`config.mk`:
```
export PLATFORM = sky130hd
export DESIGN_NAME = parity_seq_flat
export DESIGN_NICKNAME = d
export VERILOG_FILES = /design/src/rtl/parity_seq_if.sv /design/src/rtl/parity_seq.sv /design/src/flat_wrapper.sv
export SDC_FILE = /design/constraint.sdc
export NUM_CORES = 1
export LEC_CHECK = 0
export BUFFER_PORTS_ARGS = -buffer_cell sky130_fd_sc_hd__buf_2
export CAP_MARGIN = 20
export CORE_ASPECT_RATIO = 1.25
export CORE_MARGIN = 10
export CORE_UTILIZATION = 55
export DETAILED_ROUTE_END_ITERATION = 10
export PLACE_DENSITY = 0.91
export SETUP_SLACK_MARGIN = 0.3
export SLEW_MARGIN = 20
export SYNTH_ARGS = -nofsm -noshare
export SYNTH_HDL_FRONTEND = slang
export SYNTH_SLANG_ARGS = --single-unit
```
`constraint.sdc`:
```
create_clock -name clk -period 3.75 [get_ports clk]
set_clock_uncertainty 0.05 [all_clocks]
set_input_delay 0 -clock clk [delete_from_list [all_inputs] [get_ports clk]]
set_output_delay 0 -clock clk [all_outputs]
set_load 0.1 [all_outputs]
```
`src/rtl/parity_seq_if.sv`:
```
// Handshake bus for the bit-serial parity sequencer: word in, parity result out.
interface parity_seq_if #(
   parameter int unsigned WIDTH = 8
);
   logic             in_valid;
   logic             in_ready;
   logic [WIDTH-1:0] in_data;
   logic             in_chk;
   logic             in_par;
   logic             out_valid;
   logic             out_ready;
   logic             out_parity;
   logic             out_err;
   logic             busy;

   // Source/consumer side
   modport master (
      output in_valid, in_data, in_chk, in_par, out_ready,
      input  in_ready, out_valid, out_parity, out_err, busy
   );

   // Sequencer side
   modport slave (
      input  in_valid, in_data, in_chk, in_par, out_ready,
      output in_ready, out_valid, out_parity, out_err, busy
   );
endinterface

```
`src/rtl/parity_seq.sv`:
```
// Bit-serial parity sequencer: folds one data bit per cycle through a single
// XOR2 into an accumulator, then holds the parity / check result until taken.
module parity_seq #(
   parameter int unsigned WIDTH = 8,
   parameter bit          ODD   = 1'b0
) (
   input logic         clk,
   input logic         rst_n,
   parity_seq_if.slave bus
);
   localparam int unsigned CNT_W = $clog2(WIDTH + 1);

   typedef enum logic [1:0] {
      IDLE = 2'd0,
      RUN  = 2'd1,
      DONE = 2'd2
   } state_t;

   state_t           state;
   logic [CNT_W-1:0] cnt;
   logic [WIDTH-1:0] shreg;
   logic             acc;
   logic             chk;
   logic             par;
   logic             res_valid;
   logic             res_parity;
   logic             res_err;
   logic             busy;
   logic             fold_c;

   // The one shared XOR2: accumulator folded with the current LSB
   assign fold_c = acc ^ shreg[0];

   // Ready is decoded purely from state, independent of in_valid
   assign bus.in_ready   = (state == IDLE);
   assign bus.out_valid  = res_valid;
   assign bus.out_parity = res_parity;
   assign bus.out_err    = res_err;
   assign bus.busy       = busy;

   // Sequencer FSM with registered result outputs
   always_ff @(posedge clk or negedge rst_n) begin
      if (!rst_n) begin
         state      <= IDLE;
         cnt        <= '0;
         shreg      <= '0;
         acc        <= 1'b0;
         chk        <= 1'b0;
         par        <= 1'b0;
         res_valid  <= 1'b0;
         res_parity <= 1'b0;
         res_err    <= 1'b0;
         busy       <= 1'b0;
      end else begin
         case (state)
            IDLE: begin
               if (bus.in_valid) begin
                  shreg <= bus.in_data;
                  acc   <= ODD;
                  chk   <= bus.in_chk;
                  par   <= bus.in_par;
                  cnt   <= '0;
                  busy  <= 1'b1;
                  state <= RUN;
               end
            end
            RUN: begin
               acc   <= fold_c;
               shreg <= shreg >> 1;
               cnt   <= cnt + CNT_W'(1);
               // Last bit: publish the result on the same edge the fold completes
               if (cnt == CNT_W'(WIDTH - 1)) begin
                  state      <= DONE;
                  res_valid  <= 1'b1;
                  res_parity <= fold_c;
                  res_err    <= chk & (fold_c != par);
               end
            end
            DONE: begin
               if (bus.out_ready) begin
                  state      <= IDLE;
                  res_valid  <= 1'b0;
                  res_parity <= 1'b0;
                  res_err    <= 1'b0;
                  busy       <= 1'b0;
               end
            end
            default: begin
               state      <= IDLE;
               res_valid  <= 1'b0;
               res_parity <= 1'b0;
               res_err    <= 1'b0;
               busy       <= 1'b0;
            end
         endcase
      end
   end
endmodule

```
`src/flat_wrapper.sv`:
```
// flat-port wrapper written by rule: the top's interface ports become plain ports
module parity_seq_flat 
#(
   parameter int unsigned WIDTH = 8,
   parameter bit          ODD   = 1'b0
)
  (clk, rst_n, bus_in_valid, bus_in_data, bus_in_chk, bus_in_par, bus_out_ready, bus_in_ready, bus_out_valid, bus_out_parity, bus_out_err, bus_busy);
  parity_seq_if #(.WIDTH(WIDTH)) bus_i ();
  input logic clk;
  input logic rst_n;
  input wire logic [$bits(bus_i.in_valid)-1:0] bus_in_valid;
  input wire logic [$bits(bus_i.in_data)-1:0] bus_in_data;
  input wire logic [$bits(bus_i.in_chk)-1:0] bus_in_chk;
  input wire logic [$bits(bus_i.in_par)-1:0] bus_in_par;
  input wire logic [$bits(bus_i.out_ready)-1:0] bus_out_ready;
  output wire logic [$bits(bus_i.in_ready)-1:0] bus_in_ready;
  output wire logic [$bits(bus_i.out_valid)-1:0] bus_out_valid;
  output wire logic [$bits(bus_i.out_parity)-1:0] bus_out_parity;
  output wire logic [$bits(bus_i.out_err)-1:0] bus_out_err;
  output wire logic [$bits(bus_i.busy)-1:0] bus_busy;
  assign bus_i.in_valid = bus_in_valid;
  assign bus_i.in_data = bus_in_data;
  assign bus_i.in_chk = bus_in_chk;
  assign bus_i.in_par = bus_in_par;
  assign bus_i.out_ready = bus_out_ready;
  assign bus_in_ready = bus_i.in_ready;
  assign bus_out_valid = bus_i.out_valid;
  assign bus_out_parity = bus_i.out_parity;
  assign bus_out_err = bus_i.out_err;
  assign bus_busy = bus_i.busy;
  parity_seq #(.WIDTH(WIDTH), .ODD(ODD)) u_core (.clk(clk), .rst_n(rst_n), .bus(bus_i));
endmodule
```
==> results.tsv, run 1 <==
stage	metric	value	unit
synthesis	ys_types	28	
cells_and_area	antenna-diode-count	0	
worst_setup_path	start_kind	register	
drt	drc	0	
cells_and_area	area_delta_synth_final	22.7	%
synthesis	synth_edf_count	0	
synthesis	synth_ff_type	dfrtp_1	
cells_and_area	fill_cells	129	
drt	ant_nets	0	
power_and_ir_drop	ir_worst_vdd	0.000453	V
worst_setup_path	critPathCaptureType	register	
timing	tightest_slew	0.836	ns
timing	hold_violations	0	
cts	numCtsBuffers	3	
synthesis	synth-seq-area-share	53.0	%
worst_setup_path	cp.required	3.93	ns
worst_setup_path	r2r_end	u_core.shreg[5]	
die	die_x	58.0	um
placed_design	detailedPlacementHpwl	1480	um
worst_setup_path	worstPathCellList	o21bai_1 -> nand2_1 -> o21ai_0	
run_status	status	complete, no violations	
synthesis	synthTopCellsByArea	dfrtp_1 53%, o21ai_0 6.6%, nand2_1 6.1%	
power_and_ir_drop	power_density	754	mW/mm2
timing	finalSetupViolCount	0	
timing	slew_violations	0	
synthesis	syn-num-nets	111	
grt	antenna_found_initial	0	
die	ios	19	
synthesis	ys_ff_latch	21	
grt	grt_overflow_total	0	
grt	grt_pass1_wl	3730	um
cts	clk_latency	0.30	ns
cts	htreeDepth	1	
grt	grt_pass1_vias	881	
synthesis	post-synth-top-count-cell	dfrtp_1	
drt	viasPerCell	5.62	
synthesis	yosys.area.top_type	dfrtp_1	
timing	slew_headroom	44.2	%
grt	grt_usage	11.9	%
worst_setup_path	reg2reg_from	u_core.state[0]	
synthesis	postSynthCellCount	96	
worst_setup_path	slowest_delay	0.77	ns
worst_setup_path	r2r_slack	1.99	ns
cells_and_area	multi_input_area	423	um2
die	start_util	56.8	%
grt	grt_max_degree	22	
power_and_ir_drop	p_leak	0.547	nW
timing	fin_crit_sh	47.0	%
worst_setup_path	crit_fanout	19	
drt	wirelength	2190	um
placed_design	routabilityCongestion	0.768	
timing	rsz0062_at_grt	no	
cts	clockRootBuffer	clkbuf_4	
power_and_ir_drop	seqPwrFrac	43.9	%
die	die_h	67.5	um
synthesis	ys_top_cells_by_count	21 x dfrtp_1, 16 x nand2_1, 13 x o21ai_0	
cells_and_area	num-nets-final	140	
cells_and_area	drive_gt1_share	21.8	%
min_path	holdPathEnd	u_core.shreg[7]	
worst_setup_path	cp-startpoint	u_core.state[0]	
timing	finalSetupTns	0	ns
worst_setup_path	crit_slowest_cell	o21bai_1	
drt	wl_per_cell	15.3	um
placed_design	port-buffer-count	18	
worst_setup_path	rr_worst_depth	3	
cts	clk_pin_slew	0.12	ns
die	core	0.00174	mm2
synthesis	synth_area	991	um2
synthesis	synth_top_area_share	53.0	%
synthesis	synth_async_sr_flop_share	100	%
power_and_ir_drop	intPower	0.000503	W
min_path	min_path_type	in2reg	
synthesis	synth_warnings	0	
drt	vias	804	
cts	post_cts_buffers	0	
min_path	holdPathStages	3	
power_and_ir_drop	power_frac_comb	44.1	%
worst_setup_path	arrival	1.94	ns
power_and_ir_drop	power.net_switching	0.000414	W
die	num_rows	17	
power_and_ir_drop	swShare	45.2	%
timing	max_freq	567	MHz
run	maxCapViolCount	0	
worst_setup_path	worstSetupPathType	reg2reg	
timing	fin_crit	1.76	ns
synthesis	avgSynthCellArea	10.3	um2
cts	cts_tree	built	
min_path	hold_start	bus_in_valid	
cells_and_area	seq_area	526	um2
drt	first_pass_iters	5	
cts	cts_max_path_buffers	2	
power_and_ir_drop	clkPwrFrac	12.0	%
drt	drt_iter0_markers	20	
timing	whs	0.0144	ns
die	dieArea	0.00391	mm2
cts	clock_sinks	21	
==> metal layers <==
layer | part of all wire, % | global-route usage, % | vias up
met5 | 0 | 0 | -
met4 | 1.7 | 6.47 | 0
met3 | 6.4 | 3.75 | 6
met2 | 52 | 21.6 | 20
met1 | 40 | 11.6 | 384
li1 | - | - | 394
==> power by group through the flow <==
| stage | clock network (W) | logic (W) | registers (W) |
|---|---|---|---|
| 2_1_floorplan | 0 | 0.000256 | 0.000473 |
| 3_3_place_gp | 0 | 0.000388 | 0.000397 |
| 3_5_place_dp | 0 | 0.000399 | 0.000404 |
| 4_1_cts | 0.000109 | 0.000409 | 0.000399 |
| 5_1_grt | 0.000118 | 0.000447 | 0.000414 |
| 6_report | 0.000110 | 0.000405 | 0.000402 |
==> worst max-delay path: cells and delay by family (launching register included) <==
kind	cells	cell delay, ns
AND/OR/NAND/NOR	1	0.13
AO/OA/AOI/OAI	2	0.88
flip-flops	1	0.62
==> what timing repair did <==
action | CTS | global route
resized for setup | 0 | 0
endpoints found under the hold margin | 34 | 0
hold buffers | 12 | 0
==> area by class of cell <==
class | instances | area share [%]
Clock buffer | 4 | 2.16
Inverter | 2 | 0.617
Multi-Input combinational cell | 67 | 34.8
Sequential cell | 21 | 43.2
Tap cell | 19 | 1.95
Timing Repair Buffer | 30 | 17.3
==> stage by stage <==
| stage | utilization [%] | setup WS (ns) | area, um2 | cells | power [W] |
|---|---|---|---|---|---|
| after floorplan | - | 1.17 | 991 | 96 | 0.000729 |
| after global placement | 61.3 | 2.07 | 1070 | 127 | 0.000785 |
| after detailed placement | 61.3 | 2.02 | 1070 | 127 | 0.000803 |
| after CTS | 69.7 | 1.99 | 1220 | 143 | 0.000916 |
| after global routing | 69.7 | 1.82 | 1220 | 143 | 0.000979 |
| final | 69.7 | 1.99 | 1220 | 143 | 0.000917 |
==> layout by cell type (no fill, tap or decap), types with 3 or more instances in the layout <==
cell type and count:
a22oi_1 7, o21ai_0 13, buf_2 18, nand2_1 16
clkbuf_4 3, dlygate4sd3_1 12, nor2b_1 3, dfrtp_1 21
mux2_2 5, nor2_1 5
==> logic make-up (layout without fill, tap and decap cells) <==
kind of cell / count (synthesis) / in the layout / synth area share, %
compound gates: 27 / 27 / 17.6
simple gates: 31 / 31 / 15.4
fa+ha+maj: 1 / 1 / 1.26
mux: 6 / 6 / 6.69
flops: 21 / 21 / 53.0
buf+inv: 8 / 36 / 4.29
xor+xnor: 2 / 2 / 1.77
==> state kept, by name, summed over array words and instances (netlist names) <==
name	flops
u_core.bus.out_parity	1
u_core.shreg	8
u_core.chk	1
u_core.bus.busy	1
u_core.cnt	4
u_core.state	2
u_core.par	1
u_core.bus.out_valid	1
u_core.bus.out_err	1
u_core.acc	1
==> worst max path at each step <==
stage,end,cells past startpoint,slack (ns)
finish,u_core.shreg[5],3,1.99
global route,u_core.shreg[1],3,1.82
CTS,u_core.shreg[5],3,1.99
detailed placement,u_core.shreg[5],3,2.02
global placement,u_core.cnt[3],2,2.07
floorplan,u_core.chk,4,1.17
Power figures use the tool's default switching activity.
==> run 2, diff against run 1 <==
Settings changed: CORE_UTILIZATION 55 to 52, PLACE_DENSITY 0.91 to 0.88.
Clock period 3.75 ns to 1.8 ns, I/O delays scaled along.
==> results.tsv, run 2 (synthesis gave the netlist of run 1 again) <==
stage	metric	value	unit	change
cells_and_area	area_delta_synth_final	27.0	%	
worst_setup_path	rr_worst_depth	4		+1
cts	cts_tree	built		
cts	clk_latency	0.31	ns	about the same
drt	drt_iter0_markers	25		+25%
timing	worst_slack	0.399	ns	-1.59 ns
min_path	holdPathStages	3		unchanged
timing	finalSetupTns	0	ns	unchanged
power_and_ir_drop	power_frac_comb	46.9	%	+2.8 points
cells_and_area	seq_area	528	um2	+0.48%
timing	fin_crit	1.40	ns	-0.363 ns
power_and_ir_drop	power.net_switching	0.000895	W	+120%
drt	viasPerCell	5.72		+1.8%
cells_and_area	multi_input_area	440	um2	+4.1%
grt	grt_max_degree	22		unchanged
placed_design	placed_cells_incl_taps	128		+0.79%
grt	grt_overflow_total	0		unchanged
cells_and_area	final_cell_mix	19 x dfrtp_1, 17 x buf_2, 16 x nand2_1		
drt	first_pass_iters	4		-1
run_status	status	complete, no violations		
cts	clockRootBuffer	clkbuf_4		
placed_design	port-buffer-count	18		unchanged
placed_design	routabilityCongestion	0.786		+2.2%
cells_and_area	antenna-diode-count	0		unchanged
die	core	0.00179	mm2	+2.4%
power_and_ir_drop	power_density	1570	mW/mm2	+110%
die	die_h	68.8	um	+2.0%
power_and_ir_drop	ir_worst_vdd	0.00116	V	+160%
worst_setup_path	cp.required	1.95	ns	-1.98 ns
cells_and_area	layout_commonest_cell	dfrtp_1		
timing	max_freq	714	MHz	+26%
worst_setup_path	crit_fanout	5		-14
drt	drc	0		unchanged
cells_and_area	regMostFlops	u_core.shreg		
power_and_ir_drop	intPower	0.00108	W	+120%
cells_and_area	fin_cells	145		+1.4%
drt	ant_nets	0		unchanged
drt	wirelength	2290	um	+4.1%
cells_and_area	fin_area	0.00126	mm2	+3.5%
cts	clk_pin_slew	0.12	ns	about the same
die	num_rows	17		unchanged
die	dieArea	0.00406	mm2	+3.9%
cts	cts_max_path_buffers	2		unchanged
placed_design	post-place-ws	0.267	ns	-1.75 ns
timing	slew_headroom	65.9	%	+22 points
timing	fin_crit_sh	77.8	%	+31 points
run	maxCapViolCount	0		unchanged
timing	tightest_slew	0.511	ns	-0.325 ns
timing	finalSetupViolCount	0		unchanged
worst_setup_path	start_kind	register		
cells_and_area	drive_gt1_share	29.4	%	+7.6 points
worst_setup_path	worstSetupPathType	reg2reg		
placed_design	place_area	0.00109	mm2	+1.6%
drt	vias	830		+3.2%
timing	slew_violations	0		unchanged
timing	hold_violations	0		unchanged
cts	numCtsBuffers	3		unchanged
cells_and_area	num-nets-final	142		+1.4%
worst_setup_path	critPathCaptureType	register		
timing	rsz0062_at_grt	no		
cells_and_area	largest_reg_flops	8		unchanged
cts	clock_sinks	21		unchanged
grt	grt_pass1_vias	889		+0.91%
power_and_ir_drop	p_leak	0.561	nW	+2.6%
power_and_ir_drop	clkPwrFrac	11.5	%	-0.5 points
die	ios	19		unchanged
cells_and_area	fill_cells	137		+6.2%
power_and_ir_drop	seqPwrFrac	41.6	%	-2.3 points
grt	grt_usage	12.6	%	+0.76 points
min_path	min_path_type	in2reg		
timing	whs	0.0721	ns	+0.0577 ns
grt	grt_pass1_wl	3930	um	+5.4%
placed_design	detailedPlacementHpwl	1590	um	+7.2%
cts	htreeDepth	1		unchanged
cells_and_area	reg.largest.list	u_core.shreg: 8 flops, u_core.cnt: 4 flops, u_core.state: 2 flops		
grt	antenna_found_initial	0		unchanged
worst_setup_path	arrival	1.55	ns	-0.39 ns
power_and_ir_drop	swShare	45.2	%	about the same
die	start_util	55.5	%	-1.4 points
die	die_x	59.0	um	+1.9%
drt	wl_per_cell	15.8	um	+2.7%
[run 2: cell types whose count changed in the layout (fill, tap and decap cells not counted), sizes merged]
cell,before,now
buf,18,20
clkbuf,4,3
clkinv,0,1
[run 2: layout make-up]
cell class	count	area share, %
Multi-Input combinational cell	67	35.0
Inverter	2	0.596
Clock buffer	3	1.79
Sequential cell	21	41.9
Clock inverter	1	0.398
Tap cell	19	1.89
Timing Repair Buffer	32	18.4
[run 2: per-stage QoR]
stage / util, % / total power (W)
after floorplan: - / 0.00154
after global placement: 60.9 / 0.00166
after detailed placement: 60.9 / 0.00170
after CTS: 69.6 / 0.00196
after global routing: 70.4 / 0.00211
final: 70.4 / 0.00198
[run 2: path summary, 6_finish.rpt]
path                                       from                    end  slack [ns]
max                               u_core.cnt[0]  u_core.bus.out_parity        0.40
min                                bus_in_valid        u_core.shreg[7]        0.07
max reg2reg                       u_core.cnt[0]  u_core.bus.out_parity        0.40
min reg2reg                u_core.bus.out_valid   u_core.bus.out_valid        0.45
max in group asynchronous                 rst_n        u_core.state[1]        1.26
min in group asynchronous                 rst_n          u_core.cnt[3]        0.11
[run 2: metal layers]
metal  GRT usage [%]  part of all wire, %  vias to the layer above
li1                -                    -                      396
met1            12.4                   40                      399
met2            22.4                   50                       29
met3            5.67                  8.4                        6
met4            5.46                  1.4                        0
met5               0                    0                        -
[run 2: power groups by stage]
| stage | clock (W) | sequential [W] | combinational, W |
|---|---|---|---|
| final | 0.000228 | 0.000824 | 0.000928 |
| after global placement | 0 | 0.000815 | 0.000847 |
| after CTS | 0.000236 | 0.000823 | 0.000902 |
| after detailed placement | 0 | 0.000830 | 0.000872 |
| after global routing | 0.000257 | 0.000849 | 0.00100 |
| after floorplan | 0 | 0.000987 | 0.000551 |
[run 2: worst max-delay path, stage by stage (launching register included)]
cell	delay, ns
dfrtp_1	0.41
ha_2	0.21
and4b_2	0.31
mux2i_1	0.23
o21ai_0	0.09
[run 2: timing repair]
action                                  4_1_cts  5_1_grt
hold endpoints to repair                     35        0
endpoints found under the setup margin       14        4
resized for setup                             4        3
hold buffers                                 12        0
setup buffers                                 0        1
==> run 3, diff against run 2 <==
Clock period 1.8 ns to 1.4 ns, I/O delays scaled along.
==> results.tsv, run 3 (synthesis gave the netlist of run 1 again) <==
stage	metric	value	unit	change
worst_setup_path	rr_worst_depth	4		unchanged
placed_design	placed_cells_incl_taps	133		+3.9%
cts	clockRootBuffer	clkbuf_4		
cells_and_area	final_cell_mix	16 x dfrtp_1, 13 x buf_2, 13 x buf_4		
worst_setup_path	cp.buffers_inverters	0		unchanged
grt	grt_pass1_vias	1102		+24%
run_status	violations	setup timing		
worst_setup_path	cp.required	1.61	ns	-0.34 ns
timing	max_freq	706	MHz	-1.1%
worst_setup_path	cp-startpoint	u_core.cnt[1]		
drt	first_pass_iters	4		unchanged
cts	numCtsBuffers	3		unchanged
drt	wirelength	4000	um	+75%
timing	slew_violations	0		unchanged
placed_design	port-buffer-count	18		unchanged
worst_setup_path	r2r_end	u_core.bus.out_err		
placed_design	routabilityCongestion	0.752		-4.3%
power_and_ir_drop	p_leak	0.744	nW	+33%
worst_setup_path	slowest_delay	0.47	ns	+0.06 ns
timing	hold_violations	0		unchanged
drt	vias	1053		+27%
drt	ant_nets	0		unchanged
cells_and_area	area_delta_synth_final	65.8	%	
timing	slew_headroom	68.7	%	+2.8 points
power_and_ir_drop	power_density	2140	mW/mm2	+36%
die	core	0.00179	mm2	unchanged
worst_setup_path	crit_slowest_cell	or4_1		
die	num_rows	17		unchanged
timing	fin_crit	1.42	ns	+0.0149 ns
power_and_ir_drop	ir_worst_vdd	0.00169	V	+45%
worst_setup_path	critPathCapture	u_core.bus.out_err		
cells_and_area	fin_area	0.00164	mm2	+31%
cells_and_area	num-nets-final	163		+15%
worst_setup_path	worstPathCellList	ha_4 -> nand2_1 -> or4_1 -> o2bb2ai_1		
grt	grt_pass1_wl	5360	um	+36%
worst_setup_path	crit_cells	4		unchanged
timing	finalSetupViolCount	3		+3
worst_setup_path	arrival	1.62	ns	+0.07 ns
worst_setup_path	path_delay_family	simple AND/OR/NAND/NOR gates		
grt	grt_max_degree	22		unchanged
timing	tightest_slew	0.469	ns	-0.0416 ns
worst_setup_path	start_kind	register		
worst_setup_path	r2r_slack	-0.02	ns	-0.41 ns
worst_setup_path	worstSetupPathType	reg2reg		
timing	worst_slack	-0.0157	ns	-0.415 ns
cells_and_area	utilization	91.9	%	+21 points
min_path	min_path_type	in2async		
die	die_h	68.8	um	unchanged
cells_and_area	largest_reg_flops	8		unchanged
die	dieArea	0.00406	mm2	unchanged
drt	drt_iter0_markers	60		+140%
grt	antenna_found_initial	1		+1
run	maxCapViolCount	0		unchanged
run_status	status	complete, but fails checks		
die	start_util	55.5	%	unchanged
worst_setup_path	reg2reg_from	u_core.cnt[1]		
cts	clk_pin_slew	0.13	ns	about the same
cells_and_area	regMostFlops	u_core.shreg		
worst_setup_path	crit_fanout	3		-2
drt	drc	0		unchanged
timing	fin_crit_sh	101	%	+23 points
die	ios	19		unchanged
placed_design	place_area	0.00117	mm2	+8.1%
cells_and_area	layout_commonest_cell	dfrtp_1		
cts	cts_max_path_buffers	2		unchanged
cts	clk_latency	0.32	ns	about the same
placed_design	detailedPlacementHpwl	1630	um	+3.0%
cts	clock_sinks	21		unchanged
worst_setup_path	critPathCaptureType	register		
drt	viasPerCell	6.31		+10%
cells_and_area	drive_gt1_share	55.1	%	+26 points
die	die_x	59.0	um	unchanged
power_and_ir_drop	power	0.00352	W	+78%
cells_and_area	reg.largest.list	u_core.shreg: 8 flops, u_core.cnt: 4 flops, u_core.state: 2 flops		
grt	grt_overflow_total	0		unchanged
grt	grt_usage	17.8	%	+5.2 points
cts	htreeDepth	1		unchanged
timing	rsz0062_at_grt	yes		
drt	wl_per_cell	24.0	um	+52%
cts	cts_tree	built		
timing	finalSetupTns	-0.0323	ns	-0.0323 ns
cells_and_area	fin_cells	167		+15%
-- run 3: report_power, final --
| group | total [W] | internal [W] | switching [W] |
|---|---|---|---|
| Clock | 0.000314 | 0.000107 | 0.000206 |
| Sequential | 0.00113 | 0.000844 | 0.000288 |
| Combinational | 0.00207 | 0.000965 | 0.00111 |
-- run 3: what timing repair did --
| item | CTS | global route |
|---|---|---|
| endpoints found under the hold margin | 35 | 0 |
| setup buffers | 10 | 5 |
| hold buffers | 12 | 0 |
| pin swaps | 9 | 10 |
| resized for setup | 27 | 29 |
| endpoints found under the setup margin | 26 | 24 |
| cloned | 1 | 1 |
-- run 3: final cells by class --
class / instances / area [um2]
antenna: 1 / 2.50
clock buffer: 3 / 22.5
clock inverter: 1 / 5.00
fill: 67 / 144
inverter: 2 / 10.0
multi-input combinational: 68 / 576
sequential: 21 / 532
tap: 19 / 23.8
timing repair buffer: 52 / 472
-- run 3: per-stage QoR --
stage / worst slack (ns) / hold WS, ns
floorplan: -0.322 / -0.346
global placement: 0.0651 / -0.0732
detailed placement: 0.0144 / -0.0728
CTS: 0.0610 / 0.0744
global route: -0.0304 / 0.116
finish: -0.0157 / 0.0969
-- run 3: how the worst min path moves through the flow --
stage / end
floorplan: u_core.acc
global placement: u_core.state[1]
detailed placement: u_core.cnt[2]
CTS: u_core.shreg[7]
global route: u_core.state[0]
finish: u_core.cnt[3]
-- run 3: worst register-to-register path: cells and delay by family (launching register included) --
family | cells | cell delay, ns
flip-flops | 1 | 0.46
AND/OR/NAND/NOR | 2 | 0.52
AO/OA/AOI/OAI | 1 | 0.15
adder cells (fa/ha/maj) | 1 | 0.18
-- run 3: per-layer routing --
layer  up-vias  global-route usage [%]  routed length [um]
li1        444                       -                   -
met1       516                    16.8                1440
met2        71                    31.2                2020
met3        22                    3.66                 310
met4         0                    17.0                 231
met5         -                       0                   0
